[src/rtl/mem_arbiter_pkg.sv]
// mem_arbiter_pkg: shared constants, FSM encodings and address-range helper
// for the two-port data-memory arbiter.
//   LEN_REGISTER      : data/address word width
//   ENABLE / DISABLE  : single-bit flag constants
//   arb_state_e       : ARB_IDLE / ARB_ACCESS / ARB_DONE
//   addr_in_range()   : word-aligned window check used by the optional
//                       address check (MEM_ARB_ADDR_CHECK_EN)
package mem_arbiter_pkg;

  localparam int   LEN_REGISTER = 32;
  localparam logic ENABLE       = 1'b1;
  localparam logic DISABLE      = 1'b0;

  typedef enum logic [1:0] {
    ARB_IDLE   = 2'd0,
    ARB_ACCESS = 2'd1,
    ARB_DONE   = 2'd2
  } arb_state_e;

  function automatic logic addr_in_range(
    input logic [LEN_REGISTER-1:0] addr,
    input logic [LEN_REGISTER-1:0] base,
    input logic [LEN_REGISTER-1:0] depth_words
  );
    logic [LEN_REGISTER-1:0] limit;
    limit = base + (depth_words << 2);
    return (addr >= base) && (addr < limit) && (addr[1:0] == 2'b00);
  endfunction

endpackage

[src/rtl/mem_arbiter_if.sv]
// mem_arbiter_if: requester-side and memory-side signals of the arbiter.
//   slave  : arbiter view (requests and memory read data in; acks, read data,
//            error, stall and memory strobes/address/data out)
//   master : requester/memory view (mirror of slave)
interface mem_arbiter_if;
  import mem_arbiter_pkg::*;

  logic [1:0]              req_in;
  logic [1:0]              we_in;
  logic [LEN_REGISTER-1:0] addr0_in;
  logic [LEN_REGISTER-1:0] addr1_in;
  logic [LEN_REGISTER-1:0] wdata0_in;
  logic [LEN_REGISTER-1:0] wdata1_in;
  logic [1:0]              ack_out;
  logic [LEN_REGISTER-1:0] rdata_out;
  logic                    err_out;
  logic [1:0]              stall_out;
  logic                    mem_read_out;
  logic                    mem_write_out;
  logic [LEN_REGISTER-1:0] mem_addr_out;
  logic [LEN_REGISTER-1:0] mem_wdata_out;
  logic [LEN_REGISTER-1:0] mem_rdata_in;

  modport slave (
    input  req_in, we_in, addr0_in, addr1_in, wdata0_in, wdata1_in, mem_rdata_in,
    output ack_out, rdata_out, err_out, stall_out,
           mem_read_out, mem_write_out, mem_addr_out, mem_wdata_out
  );

  modport master (
    output req_in, we_in, addr0_in, addr1_in, wdata0_in, wdata1_in, mem_rdata_in,
    input  ack_out, rdata_out, err_out, stall_out,
           mem_read_out, mem_write_out, mem_addr_out, mem_wdata_out
  );
endinterface

[src/rtl/mem_arbiter_rr_arbiter2.sv]
// mem_arbiter_rr_arbiter2: two-way round-robin grant.
//   clk, rst      : clock, async active-high reset
//   req_i[1:0]    : per-port request
//   grant_en_i    : grant is taken this cycle (updates last-grant history)
//   grant_valid_o : at least one request present
//   grant_id_o    : winning port (0/1)
module mem_arbiter_rr_arbiter2 (
  input  logic       clk,
  input  logic       rst,
  input  logic [1:0] req_i,
  input  logic       grant_en_i,
  output logic       grant_valid_o,
  output logic       grant_id_o
);

  // Resets to 1 so port 0 wins the first contested grant.
  logic last_grant_q, last_grant_d;

  always_comb begin
    grant_valid_o = |req_i;
    unique case (req_i)
      2'b01:   grant_id_o = 1'b0;
      2'b10:   grant_id_o = 1'b1;
      2'b11:   grant_id_o = ~last_grant_q;
      default: grant_id_o = 1'b0;
    endcase
    last_grant_d = (grant_en_i && grant_valid_o) ? grant_id_o : last_grant_q;
  end

  always_ff @(posedge clk or posedge rst) begin
    if (rst) last_grant_q <= 1'b1;
    else     last_grant_q <= last_grant_d;
  end

endmodule

[src/rtl/mem_arbiter.sv]
// mem_arbiter: two-port round-robin arbiter and access sequencer for the
// shared single-port data memory.
//   clk, rst : clock, async active-high reset
//   bus      : mem_arbiter_if.slave (requests, acks, read data, error,
//              stall, memory strobes/address/data)
// Optional build macro MEM_ARB_ADDR_CHECK_EN: out-of-window or misaligned
// addresses skip the memory and complete with err_out = 1.
//
// state      | meaning
// ARB_IDLE   | waiting for a request; grant and latch on request
// ARB_ACCESS | driving memory for WAIT_CYCLES+1 cycles
// ARB_DONE   | one-cycle ack to the granted port
module mem_arbiter
  import mem_arbiter_pkg::*;
#(
  parameter int unsigned             WAIT_CYCLES = 2,
  parameter logic [LEN_REGISTER-1:0] BASE_ADDR   = 32'd1024,
  parameter int unsigned             DEPTH_WORDS = 64
) (
  input logic          clk,
  input logic          rst,
  mem_arbiter_if.slave bus
);

`ifdef MEM_ARB_ADDR_CHECK_EN
  localparam logic CHECK_EN = ENABLE;
`else
  localparam logic CHECK_EN = DISABLE;
`endif

  arb_state_e              state_q, state_d;
  logic [3:0]              cnt_q, cnt_d;
  logic                    port_q, port_d;
  logic                    we_q, we_d;
  logic                    err_q, err_d;
  logic [LEN_REGISTER-1:0] addr_q, addr_d;
  logic [LEN_REGISTER-1:0] wdata_q, wdata_d;
  logic [LEN_REGISTER-1:0] rdata_q, rdata_d;

  logic                    grant_en, grant_valid, grant_id;
  logic [LEN_REGISTER-1:0] grant_addr;
  logic                    grant_addr_ok;

  assign grant_en      = (state_q == ARB_IDLE) ? ENABLE : DISABLE;
  assign grant_addr    = grant_id ? bus.addr1_in : bus.addr0_in;
  assign grant_addr_ok = addr_in_range(grant_addr, BASE_ADDR, LEN_REGISTER'(DEPTH_WORDS));

  mem_arbiter_rr_arbiter2 u_rr (
    .clk          (clk),
    .rst          (rst),
    .req_i        (bus.req_in),
    .grant_en_i   (grant_en),
    .grant_valid_o(grant_valid),
    .grant_id_o   (grant_id)
  );

  always_ff @(posedge clk or posedge rst) begin
    if (rst) begin
      state_q <= ARB_IDLE;
      cnt_q   <= '0;
      port_q  <= 1'b0;
      we_q    <= 1'b0;
      err_q   <= 1'b0;
      addr_q  <= '0;
      wdata_q <= '0;
      rdata_q <= '0;
    end else begin
      state_q <= state_d;
      cnt_q   <= cnt_d;
      port_q  <= port_d;
      we_q    <= we_d;
      err_q   <= err_d;
      addr_q  <= addr_d;
      wdata_q <= wdata_d;
      rdata_q <= rdata_d;
    end
  end

  always_comb begin
    state_d = state_q;
    unique case (state_q)
      ARB_IDLE:
        if (grant_valid) state_d = (CHECK_EN && !grant_addr_ok) ? ARB_DONE : ARB_ACCESS;
      ARB_ACCESS:
        if (cnt_q == 4'd0) state_d = ARB_DONE;
      ARB_DONE:
        state_d = ARB_IDLE;
      default:
        state_d = ARB_IDLE;
    endcase
  end

  // Datapath next-state; request-side inputs are only looked at while idle.
  always_comb begin
    cnt_d   = cnt_q;
    port_d  = port_q;
    we_d    = we_q;
    err_d   = err_q;
    addr_d  = addr_q;
    wdata_d = wdata_q;
    rdata_d = rdata_q;
    if (state_q == ARB_IDLE && grant_valid) begin
      port_d  = grant_id;
      we_d    = bus.we_in[grant_id];
      addr_d  = grant_addr;
      wdata_d = grant_id ? bus.wdata1_in : bus.wdata0_in;
      cnt_d   = 4'(WAIT_CYCLES);
      err_d   = CHECK_EN && !grant_addr_ok;
      rdata_d = '0;
    end else if (state_q == ARB_ACCESS) begin
      if (cnt_q != 4'd0) cnt_d   = cnt_q - 4'd1;
      else               rdata_d = we_q ? '0 : bus.mem_rdata_in;
    end
  end

  always_comb begin
    bus.ack_out       = 2'b00;
    bus.rdata_out     = '0;
    bus.err_out       = 1'b0;
    bus.mem_read_out  = 1'b0;
    bus.mem_write_out = 1'b0;
    bus.mem_addr_out  = '0;
    bus.mem_wdata_out = '0;
    unique case (state_q)
      ARB_ACCESS: begin
        bus.mem_read_out  = ~we_q;
        // Write only in the last access cycle so the memory sees one write.
        bus.mem_write_out = we_q && (cnt_q == 4'd0);
        bus.mem_addr_out  = addr_q;
        bus.mem_wdata_out = wdata_q;
      end
      ARB_DONE: begin
        bus.ack_out[port_q] = 1'b1;
        bus.rdata_out       = rdata_q;
        bus.err_out         = CHECK_EN && err_q;
      end
      default: ;
    endcase
  end

  assign bus.stall_out = bus.req_in & ~bus.ack_out;

endmodule

[src/flat_wrapper.sv]
// flat-port wrapper written by rule: the top's interface ports become plain ports
module mem_arbiter_flat import mem_arbiter_pkg::*;
#(
  parameter int unsigned             WAIT_CYCLES = 2,
  parameter logic [LEN_REGISTER-1:0] BASE_ADDR   = 32'd1024,
  parameter int unsigned             DEPTH_WORDS = 64
)
  (clk, rst, bus_req_in, bus_we_in, bus_addr0_in, bus_addr1_in, bus_wdata0_in, bus_wdata1_in, bus_mem_rdata_in, bus_ack_out, bus_rdata_out, bus_err_out, bus_stall_out, bus_mem_read_out, bus_mem_write_out, bus_mem_addr_out, bus_mem_wdata_out);
  mem_arbiter_if bus_i ();
  input logic clk;
  input logic rst;
  input wire logic [$bits(bus_i.req_in)-1:0] bus_req_in;
  input wire logic [$bits(bus_i.we_in)-1:0] bus_we_in;
  input wire logic [$bits(bus_i.addr0_in)-1:0] bus_addr0_in;
  input wire logic [$bits(bus_i.addr1_in)-1:0] bus_addr1_in;
  input wire logic [$bits(bus_i.wdata0_in)-1:0] bus_wdata0_in;
  input wire logic [$bits(bus_i.wdata1_in)-1:0] bus_wdata1_in;
  input wire logic [$bits(bus_i.mem_rdata_in)-1:0] bus_mem_rdata_in;
  output wire logic [$bits(bus_i.ack_out)-1:0] bus_ack_out;
  output wire logic [$bits(bus_i.rdata_out)-1:0] bus_rdata_out;
  output wire logic [$bits(bus_i.err_out)-1:0] bus_err_out;
  output wire logic [$bits(bus_i.stall_out)-1:0] bus_stall_out;
  output wire logic [$bits(bus_i.mem_read_out)-1:0] bus_mem_read_out;
  output wire logic [$bits(bus_i.mem_write_out)-1:0] bus_mem_write_out;
  output wire logic [$bits(bus_i.mem_addr_out)-1:0] bus_mem_addr_out;
  output wire logic [$bits(bus_i.mem_wdata_out)-1:0] bus_mem_wdata_out;
  assign bus_i.req_in = bus_req_in;
  assign bus_i.we_in = bus_we_in;
  assign bus_i.addr0_in = bus_addr0_in;
  assign bus_i.addr1_in = bus_addr1_in;
  assign bus_i.wdata0_in = bus_wdata0_in;
  assign bus_i.wdata1_in = bus_wdata1_in;
  assign bus_i.mem_rdata_in = bus_mem_rdata_in;
  assign bus_ack_out = bus_i.ack_out;
  assign bus_rdata_out = bus_i.rdata_out;
  assign bus_err_out = bus_i.err_out;
  assign bus_stall_out = bus_i.stall_out;
  assign bus_mem_read_out = bus_i.mem_read_out;
  assign bus_mem_write_out = bus_i.mem_write_out;
  assign bus_mem_addr_out = bus_i.mem_addr_out;
  assign bus_mem_wdata_out = bus_i.mem_wdata_out;
  mem_arbiter #(.WAIT_CYCLES(WAIT_CYCLES), .BASE_ADDR(BASE_ADDR), .DEPTH_WORDS(DEPTH_WORDS)) u_core (.clk(clk), .rst(rst), .bus(bus_i));
endmodule
[config.mk]
export PLATFORM = sky130hd
export DESIGN_NAME = mem_arbiter_flat
export DESIGN_NICKNAME = d
export VERILOG_FILES = /design/src/rtl/mem_arbiter_pkg.sv /design/src/rtl/mem_arbiter_if.sv /design/src/rtl/mem_arbiter_rr_arbiter2.sv /design/src/rtl/mem_arbiter.sv /design/src/flat_wrapper.sv
export SDC_FILE = /design/constraint.sdc
export NUM_CORES = 1
export LEC_CHECK = 0
export CAP_MARGIN = 20
export CELL_PAD_IN_SITES_DETAIL_PLACEMENT = 1
export CELL_PAD_IN_SITES_GLOBAL_PLACEMENT = 2
export CORE_MARGIN = 2
export CORE_UTILIZATION = 25
export CTS_BUF_LIST = sky130_fd_sc_hd__clkbuf_8
export CTS_CLUSTER_DIAMETER = 150
export DETAILED_ROUTE_END_ITERATION = 10
export PLACE_DENSITY = 0.83
export SYNTH_ARGS = -nofsm -noshare
export SYNTH_HDL_FRONTEND = slang
export SYNTH_HIERARCHICAL = 1
export SYNTH_SLANG_ARGS = --single-unit
[constraint.sdc]
create_clock -name clk -period 9.8 [get_ports clk]
set_input_delay 1.96 -clock clk [delete_from_list [all_inputs] [get_ports clk]]
set_output_delay 1.96 -clock clk [all_outputs]
set_load 0.1 [all_outputs]
==> flow_metrics.py <==
metrics = {
    "run_status": {
        "status": "completed",
    },
    "clocking": {
        "tritoncts": "built",
        "clockRootBuffer": "clkbuf_8",
        "htreeDepth": 3,
        "clk_pin_slew_ps": 90,
        "clkSinkCount": 105,
        "clock_latency_ps": 380,
        "clockBufferDepth": 2,
        "cts_made_buffers": 9,
        "hold_buffers": 0,
        "cts_setup_buffers": 0,
        "cts_resized": 0,
    },
    "power": {
        "power_w": 0.003073,
        "leakage_nw": 3.579,
        "p_per_area_nw_per_um2": 367.6,
        "ir_worst_vdd_mv": 0.1781,
    },
    "critical_path": {
        "critPathMaxFanout": 4,
        "crit_arrival_ps": 3860,
        "critPathLaunchType": "input port",
        "endpoint_kind": "primary output",
        "required_ps": 7840,
        "path_class": "in -> out",
    },
    "routing": {
        "route.met3.wl_um": 1449,
        "routed_wl_um": 16290,
        "wl_met1_um": 6604,
        "wire_per_inst_um": 15.73,
        "wl_met2_um": 8082,
        "drc_errors": 0,
        "vias_per_cell": 4.444,
        "maxUsedRoutingLayer": "met4",
        "dr.pass1.iters": 4,
        "drtIter0Drc": 89,
        "via_count": 4604,
        "postRouteAntennaNets": 0,
    },
    "floorplanning": {
        "die_area_sq_um": 22310,
        "rows": 53,
        "core_sq_um": 20890,
        "dieWidth_um": 149.4,
        "die_h_um": 149.4,
        "pin_count": 269,
        "start_util": 0.2529,
    },
    "yosys": {
        "ys_seq_area_frac": 0.4976,
        "synthesis.area_sq_um": 5283,
        "ys_ff_latch": 105,
        "synthTopCellsByCount": "dfrtp_1, and2_1, mux2i_1, nand2_1, o21ai_0",
        "yosysMostFrequentCell": "dfrtp_1",
        "ys.flop_type": "dfrtp_1",
        "yosys.area.top_type": "dfrtp_1",
        "yosysUniqueCellTypes": 35,
        "avgSynthCellArea_sq_um": 10.32,
        "synth-edff-count": 0,
        "async_flop_share": 1.000,
        "netlist_instances": 512,
        "synth_top_area_share": 0.4927,
        "syn-num-nets": 680,
        "synth_area_leaders": "dfrtp_1, mux2i_1, and2_1, a22o_1, o21ai_0",
        "synth_warnings": 6,
    },
    "sta": {
        "report.final.slew_viol_count": 0,
        "setup_ws_ps": 3985,
        "post-route-period-util": 0.5934,
        "hold_viol": 0,
        "finalSetupViolations": 0,
        "fmaxAchievable_mhz": 172.0,
        "rsz0062_at_grt": "no",
        "slew_headroom": 0.3090,
        "skew_ps": 18.60,
        "hold_ws_ps": 478.6,
        "worst_slew_pin_slew_ps": 1033,
        "tns_ps": 0,
        "layout_min_cycle_time_ps": 5815,
    },
    "global_routing": {
        "grt_pass1_vias": 5115,
        "grt_pass1_wl_um": 25810,
        "grt_usage": 0.1466,
        "grt_overflow": 0,
        "antenna_found_initial": 0,
        "grt_max_degree": 102,
    },
    "finish": {
        "drive_gt1_frac": 0.04205,
        "final_core_util": 0.4002,
        "antennaDiodeCount": 0,
        "nNetsFinal": 924,
        "syn2layout_area_growth_pct": 58.24,
    },
    "hold_path": {
        "worstHoldPathType": "reg -> reg",
    },
    "run": {
        "maxCapViolations": 0,
    },
    "place": {
        "dp_hpwl_um": 12330,
        "place_ws_ps": 3970,
        "io_buffers": 267,
        "gp_congestion": 0.7540,
    },
}
==> layout make-up <==
cell class | instances | area (sq um)
clock buffer | 9 | 123.9
sequential | 105 | 2629
clock inverter | 7 | 77.57
timing repair buffer | 273 | 2758
inverter | 7 | 28.78
fill | 2362 | 12530
multi-input combinational | 360 | 2399
tap | 275 | 344.1
==> worst max-delay path: stages <==
cell             delay [ps]
clkdlybuf4s50_1         570
nor2b_1                 170
clkdlybuf4s50_1        1150
==> flip-flops by register name (all words and copies together) (netlist names) <==
| name | flops |
|---|---|
| u_core/addr_q | 32 |
| u_core/rdata_q | 32 |
| u_core/wdata_q | 32 |
| u_core/cnt_q | 4 |
| u_core/state_q | 2 |
| u_core/port_q | 1 |
| u_core/u_rr/last_grant_q | 1 |
| u_core/we_q | 1 |
==> kinds of logic (layout without fill, tap and decap cells) <==
group / after synthesis / after routing / share of synthesized area
simple gates: 181 / 181 / 0.1859
compound gates: 109 / 109 / 0.1300
mux: 67 / 67 / 0.1279
other cells: 1 / 1 / 0.0007099
flops: 105 / 105 / 0.4976
buf+inv: 47 / 296 / 0.05306
fa+ha+maj: 2 / 2 / 0.004736
==> worst paths after layout <==
path,startpoint,endpoint,slack [ps],cells after the start
worst max-delay path,bus_req_in[0],bus_stall_out[0],3980,3
worst min-delay path,u_core/wdata_q[7]$_DFFE_PP0P_,u_core/wdata_q[7]$_DFFE_PP0P_,480,2
worst max register to register,u_core/u_rr/last_grant_q$_DFFE_PP1P_,u_core/wdata_q[19]$_DFFE_PP0P_,7280,4
worst min register to register,u_core/wdata_q[7]$_DFFE_PP0P_,u_core/wdata_q[7]$_DFFE_PP0P_,480,2
max in group asynchronous,rst,u_core/wdata_q[15]$_DFFE_PP0P_,6540,3
min in group asynchronous,rst,u_core/u_rr/last_grant_q$_DFFE_PP1P_,1950,2
==> cells in the final DEF (no fill, tap or decap), types with 2 or more instances in the layout <==
master,n
clkdlybuf4s50_1,267
buf_4,4
dfrtp_1,104
a31oi_1,4
mux2i_1,66
a22o_1,32
nand2b_1,2
inv_1,7
nor2b_1,3
o21ai_1,15
nor2_1,3
buf_16,2
inv_6,2
o21ai_0,51
or3b_4,2
clkinvlp_4,2
and2_1,97
nand2_1,66
clkbuf_8,9
ha_1,2
==> layer usage <==
| metal | up-vias | global-route usage |
|---|---|---|
| met5 | - | 0 |
| met2 | 161 | 0.2530 |
| li1 | 2216 | - |
| met3 | 11 | 0.05474 |
| met4 | 0 | 0.04048 |
| met1 | 2216 | 0.1704 |
==> per-stage QoR <==
step           cell area (sq um)  cells
6_report                    8359   1036
5_1_grt                     8359   1036
4_1_cts                     8359   1036
3_5_place_dp                8158   1020
3_3_place_gp                8103   1018
2_1_floorplan               5283    512
==> power by group <==
| group | total, W | switching [W] | internal, W |
|---|---|---|---|
| logic | 0.00206 | 0.00152 | 0.000546 |
| clock network | 0.000279 | 0.000158 | 0.000121 |
| registers | 0.000729 | 0.000102 | 0.000627 |
Power figures use the tool's default switching activity.
